`config.mk`:
```
export PLATFORM = sky130hd
export DESIGN_NAME = bc_round_ctrl
export DESIGN_NICKNAME = d
export VERILOG_FILES = /design/src/rtl/bc_round_ctrl.sv
export SDC_FILE = /design/constraint.sdc
export NUM_CORES = 1
export LEC_CHECK = 0
export ABC_AREA = 1
export BUFFER_PORTS_ARGS = -buffer_cell sky130_fd_sc_hd__buf_2
export CORE_MARGIN = 4
export CORE_UTILIZATION = 25
export DETAILED_ROUTE_END_ITERATION = 6
export MAX_ROUTING_LAYER = met4
export PLACE_DENSITY = 0.55
export SYNTH_ARGS = -nofsm -noshare
export SYNTH_HDL_FRONTEND = slang
export SYNTH_SLANG_ARGS = --single-unit
```
`constraint.sdc`:
```
create_clock -name clk -period 2.9 [get_ports clk]
set_input_delay 0.435 -clock clk [delete_from_list [all_inputs] [get_ports clk]]
set_output_delay 0.435 -clock clk [all_outputs]
set_load 0.02 [all_outputs]
```
`src/rtl/bc_round_ctrl.sv`:
```
// Bulls/cows round controller: gates the comparator via save, tallies each guess,
// counts attempts and reports WIN/LOSE for the display logic.
module bc_round_ctrl #(
    parameter int unsigned MAX_TRIES = 8,
    parameter int unsigned CNT_W     = 4
) (
    input  logic             clk,
    input  logic             rst,
    input  logic             start,
    input  logic             lock_secret,
    input  logic             submit,
    input  logic [3:0]       bulls,
    input  logic [3:0]       cows,
    output logic             save,
    output logic [2:0]       bull_cnt,
    output logic [2:0]       cow_cnt,
    output logic [CNT_W-1:0] attempts,
    output logic             result_valid,
    output logic             win,
    output logic             lose,
    output logic [2:0]       state
);

    localparam int unsigned POS_W = 4;
    localparam int unsigned SUM_W = 3;

    typedef enum logic [2:0] {
        ST_IDLE  = 3'd0,
        ST_SETUP = 3'd1,
        ST_PLAY  = 3'd2,
        ST_WIN   = 3'd3,
        ST_LOSE  = 3'd4
    } state_t;

    state_t           state_q;
    logic [POS_W-1:0] cows_only;
    logic [SUM_W-1:0] bull_sum;
    logic [SUM_W-1:0] cow_sum;
    logic [CNT_W-1:0] attempts_inc;

    // A position flagged as both bull and cow counts only as a bull.
    always_comb begin
        cows_only    = cows & ~bulls;
        bull_sum     = '0;
        cow_sum      = '0;
        for (int i = 0; i < int'(POS_W); i++) begin
            bull_sum = bull_sum + SUM_W'(bulls[i]);
            cow_sum  = cow_sum + SUM_W'(cows_only[i]);
        end
        attempts_inc = attempts + CNT_W'(1);
    end

    always_ff @(posedge clk) begin
        if (rst) begin
            state_q      <= ST_IDLE;
            save         <= 1'b1;
            bull_cnt     <= '0;
            cow_cnt      <= '0;
            attempts     <= '0;
            result_valid <= 1'b0;
            win          <= 1'b0;
            lose         <= 1'b0;
        end else begin
            result_valid <= 1'b0;
            if (start) begin
                // start aborts any round, dropping a concurrent submit
                state_q  <= ST_SETUP;
                save     <= 1'b1;
                bull_cnt <= '0;
                cow_cnt  <= '0;
                attempts <= '0;
                win      <= 1'b0;
                lose     <= 1'b0;
            end else begin
                case (state_q)
                    ST_SETUP: begin
                        if (lock_secret) begin
                            state_q <= ST_PLAY;
                            save    <= 1'b0;
                        end
                    end
                    ST_PLAY: begin
                        if (submit) begin
                            bull_cnt     <= bull_sum;
                            cow_cnt      <= cow_sum;
                            attempts     <= attempts_inc;
                            result_valid <= 1'b1;
                            if (bull_sum == SUM_W'(POS_W)) begin
                                state_q <= ST_WIN;
                                save    <= 1'b1;
                                win     <= 1'b1;
                            end else if (attempts_inc == CNT_W'(MAX_TRIES)) begin
                                state_q <= ST_LOSE;
                                save    <= 1'b1;
                                lose    <= 1'b1;
                            end
                        end
                    end
                    ST_IDLE, ST_WIN, ST_LOSE: begin
                        state_q <= state_q;
                    end
                    default: begin
                        state_q <= ST_IDLE;
                        save    <= 1'b1;
                        win     <= 1'b0;
                        lose    <= 1'b0;
                    end
                endcase
            end
        end
    end

    assign state = state_q;

endmodule

```
# After elaboration in Yosys (flattened, before gate mapping)
# Cells that the tools add are included.
[totals]
regBits = 17
inputBits = 13
output_inout_bits = 17
wordCells = 65
[classes]
add_sub_neg = 7
n_eq_ne = 16
muxes = 18
bitwise_logic = 5
n_reduce_logical = 10
[op_table]
columns = ["operator", "n"]
rows = [
  ["$mux 3", 4],
  ["$ne 2x2->1 const B", 6],
  ["$reduce_and 4->1", 3],
  ["$mux 1", 10],
  ["$ne 3x3->1 const B", 3],
  ["$pmux 3 s3", 1],
  ["$add 2x1->3", 2],
  ["$add 3x1->3", 2],
  ["$eq 3x2->1 const B", 2],
  ["$eq 3x3->1 const B", 2],
  ["$reduce_or 3->1", 2],
  ["$add 1x1->2", 2],
  ["$add 4x1->4 const B", 1],
  ["$and 4x4->4", 1],
  ["$eq 4x4->1 const B", 1],
  ["$ne 4x4->1 const B", 1],
  ["$not 4->4", 1],
  ["$pmux 1 s2", 2],
  ["$reduce_or 4->1", 1],
  ["$eq 3x1->1 const B", 1],
  ["$logic_not 3->1", 1],
  ["$not 1->1", 3],
  ["$pmux 1 s3", 1],
  ["$reduce_and 3->1", 1],
  ["2 further kinds", 2],
]

# Depth between registers and ports, before layout
[depth]
word_depth = 8
depth_mapped = 11
depth_no_buf = 11

# Worst setup path after synthesis
# Ideal clock, no wire load.
[synth_path]
kind = "input -> register"
from = "input port bulls[0]"
to = "register save"
setup_ns = 0.122
arrival_time_ns = 2.114
required_time_ns = 2.778
path_slack_ns = 0.663
cell_stages = 11
n_path_buf = 0
cell_sequence = "inv_1 -> fa_1 -> inv_1 -> ha_1 -> ha_1 -> nor3b_4 -> nor2_1 -> nand2_1 -> nand2_1 -> nand2_1 -> nand3_1"
[synth_via]
elab_chain_len = 7
elab_cells_between_ends = 9
classes_between = "3 x add/sub; 2 x eq/ne; 3 x mux; 1 x reduce/logical"
[synth_lines]
columns = ["item", "line", "source"]
rows = [
  ["start, declared", "12", "input logic [3:0] bulls,"],
  ["$add 1x1->2 *", "47", "bull_sum = bull_sum + SUM_W'(bulls[i]);"],
  ["$add 2x1->3 *", "47", ""],
  ["$add 3x1->3 *", "47", ""],
  ["named net bull_sum[1]", "37", "logic [SUM_W-1:0] bull_sum;"],
  ["$eq 3x3->1 *", "88", "if (bull_sum == SUM_W'(POS_W)) begin"],
  ["$mux 1", "88", ""],
  ["$mux 1", "83", "if (submit) begin"],
  ["$pmux 1 s3", "75", "case (state_q)"],
  ["end signal, assigned", "79", "save <= 1'b0;"],
  ["end signal, assigned", "90", "save <= 1'b1;"],
  ["end signal, assigned", "94", "save <= 1'b1;"],
  ["end, declared", "14", "output logic save,"],
]
# The timed path passes the listed nets; every way through them passes the cells marked *. The select of a mux whose other input is x is not followed.
# A chain may end at the register's enable or synchronous reset.

# Worst setup path in the final report
# Same ends and word-level chain as after synthesis.

==> metrics.yaml <==
critical_path:
  worstReg2RegStart: "state[2]"
  reg2reg_slack_ps: 1560
  worstPathRequired_ps: 3070
  critPathCaptureType: "flop"
  crit_type: "input port to flop"
  cp.arrival_ps: 2320
  rr_endpoint: "attempts[2]"
  reg2reg_depth: 8
  cp_max_fo: 6
  worst_setup_path_start_kind: "input port"
clock_tree:
  cts_tree: "yes"
  clock_latency_ps: 300
  ctsHoldBuffers: 0
  cts_made_buffers: 3
  cts_buffer_depth: 2
  ctsResizeCount: 0
  post_cts_buffers: 0
  h-tree-depth: 1
  clockRootBuffer: "clkbuf_4"
  clkTransAtPathRegs_ps: 110
  clock_sinks: 17
sta:
  hold_viol_final: 0
  maxSlewViolCount: 0
  worst_pin_slew_ps: 827
  min_period_ps: 2150
  rsz0062_at_grt: "false"
  fin_crit_sh_pct: 74.3
  fmax_ghz: 0.464
  skew_ps: 8.13
  whs_ps: 307
  relSlewSlack_pct: 44.6
  setup_slack_ps: 745
  setup_viol: 0
  tns_ps: 0
final_layout:
  area_growth_pct: 23.7
  final_util_pct: 32.5
  area.sequential_sq_um: 340
  final_common_cell: "buf_2"
  design_area_sq_um: 1110
  multiInputGateArea_sq_um: 477
  final_cell_mix: "buf_2, nor2_1, nand2_1"
  nFillCells: 388
  fin_nets: 171
  drive_gt1_share_pct: 28.0
  stdcell_count: 196
  diodes: 0
place:
  place_hpwl_mm: 1.53
  io_buffer_count: 29
  place_inst: 192
  gp_congestion: 0.768
  post_dp_cell_area_sq_um: 1080
  dp_slack_ps: 411
synth:
  synthAdderAreaFrac_pct: 11.4
  synth_edf_count: 0
  async_flop_share_pct: 0
  synth_top_family_by_area: "simple AND/OR/NAND/NOR gates"
  synth_area_sq_um: 898
  synth_area_leaders: "dfxtp_1, nor2_1, nand2_1, ha_1, inv_1"
  synth_fp_nets: 139
  syn_area_per_cell_sq_um: 7.55
  yosysUniqueCellTypes: 21
  synth_top_flop_cell: "dfxtp_1"
  yosys.area_share.xor_xnor_pct: 0
  syn-instance-count: 119
  yosysWarnings: 0
  synth_seq_area_share_pct: 37.9
  yosys.area.top_type: "dfxtp_1"
  synthMuxAreaShare_pct: 0
  ys_seq_elements: 17
  synth_top_area_share_pct: 37.9
  synth_compound_area_share_pct: 12.5
  synthSimpleGateAreaFrac_pct: 29.1
hold_path:
  hp-class: "input port to flop"
  hp-start: "start"
  holdPathStages: 2
  hold-path-endpoint: "result_valid"
grt:
  antenna_found_initial: 0
  grt_pass1_vias: 803
  grt_overflow: 0
  grt_first_pass_wirelength_mm: 3.33
  grt_max_degree: 15
  grt_usage_pct: 9.75
die:
  coreArea_sq_um: 3420
  pin_count: 30
  rows: 21
  die_h_um: 67.9
  die_width_um: 67.9
  start_util_pct: 26.3
  dieArea_sq_um: 4620
routing:
  ant_nets: 0
  drt_wl_total_mm: 2.00
  dr.pass1.iters: 4
  drtIter0Drc: 56
  viasPerCell: 4.43
  drc: 0
  wl_per_cell_um: 10.2
  via_count: 868
power_and_ir_drop:
  cellPowerDensity_nw_per_um2: 405
  total_power_mw: 0.450
  leakagePower_nw: 0.557
  peakVddDrop_mv: 0.108
outcome:
  status: "finished clean"
job:
  drv_cap: 0
## state kept, by name (all words and copies together), names as in the netlist
name / flops
attempts: 4
bull_cnt: 3
cow_cnt: 3
lose: 1
result_valid: 1
save: 1
state: 3
win: 1
## cell usage after synthesis (2+ instances only)
library cell and instances:
inv_2 2, nand3_1 9, nand2_1 18, fa_1 2
o21ai_0 2, dfxtp_1 17, nor2_1 22, inv_1 14
a21oi_1 9, nand3_2 2, ha_1 5, o21ai_1 8
## final cells by class
type,instances,area share (%)
clock buffer,4,2.36
inverter,17,5.86
multi-input combinational,83,42.9
sequential,17,30.6
tap,46,5.18
timing repair buffer,29,13.1
## how the worst max path moves through the flow
stage               endpoint  slack (ps)     start  cells after the start
floorplan               save         660  bulls[0]                     11
global placement        save         470  bulls[0]                     12
detailed placement      save         410  bulls[0]                     12
CTS                     save         730  bulls[0]                     12
global route            save         570  bulls[0]                     12
finish                  save         750  bulls[0]                     12
## kinds of logic (layout without fill, tap and decap cells)
logic type,Yosys count,after routing
AND/OR/NAND/NOR,55,55
flip-flops,17,17
AO/OA/AOI/OAI,21,21
buffers and inverters,19,50
adder cells (fa/ha/maj),7,7
## metal layers
layer | up-vias | share of wire (%) | global-route usage (%)
met5 | - | 0 | -
met2 | 31 | 43 | 14.6
met1 | 383 | 48 | 12.5
li1 | 449 | - | -
met4 | 0 | 2.7 | 5.21
met3 | 5 | 6.1 | 1.64
## worst max-delay path, cell delays in order
cell	delay (ps)
buf_2	80
inv_1	60
fa_1	540
inv_1	50
ha_1	170
ha_1	320
nor3b_4	300
nor2_1	70
nand2_1	100
nand2_1	90
nand2_1	70
nand3_1	50
## where the power goes
group          leakage, nW  internal, mW  switching (mW)
Clock               0.0150        0.0537          0.0840
Combinational        0.404        0.0283          0.0435
Sequential           0.137         0.237         0.00365
No activity file was read; power rests on OpenSTA's default activity.
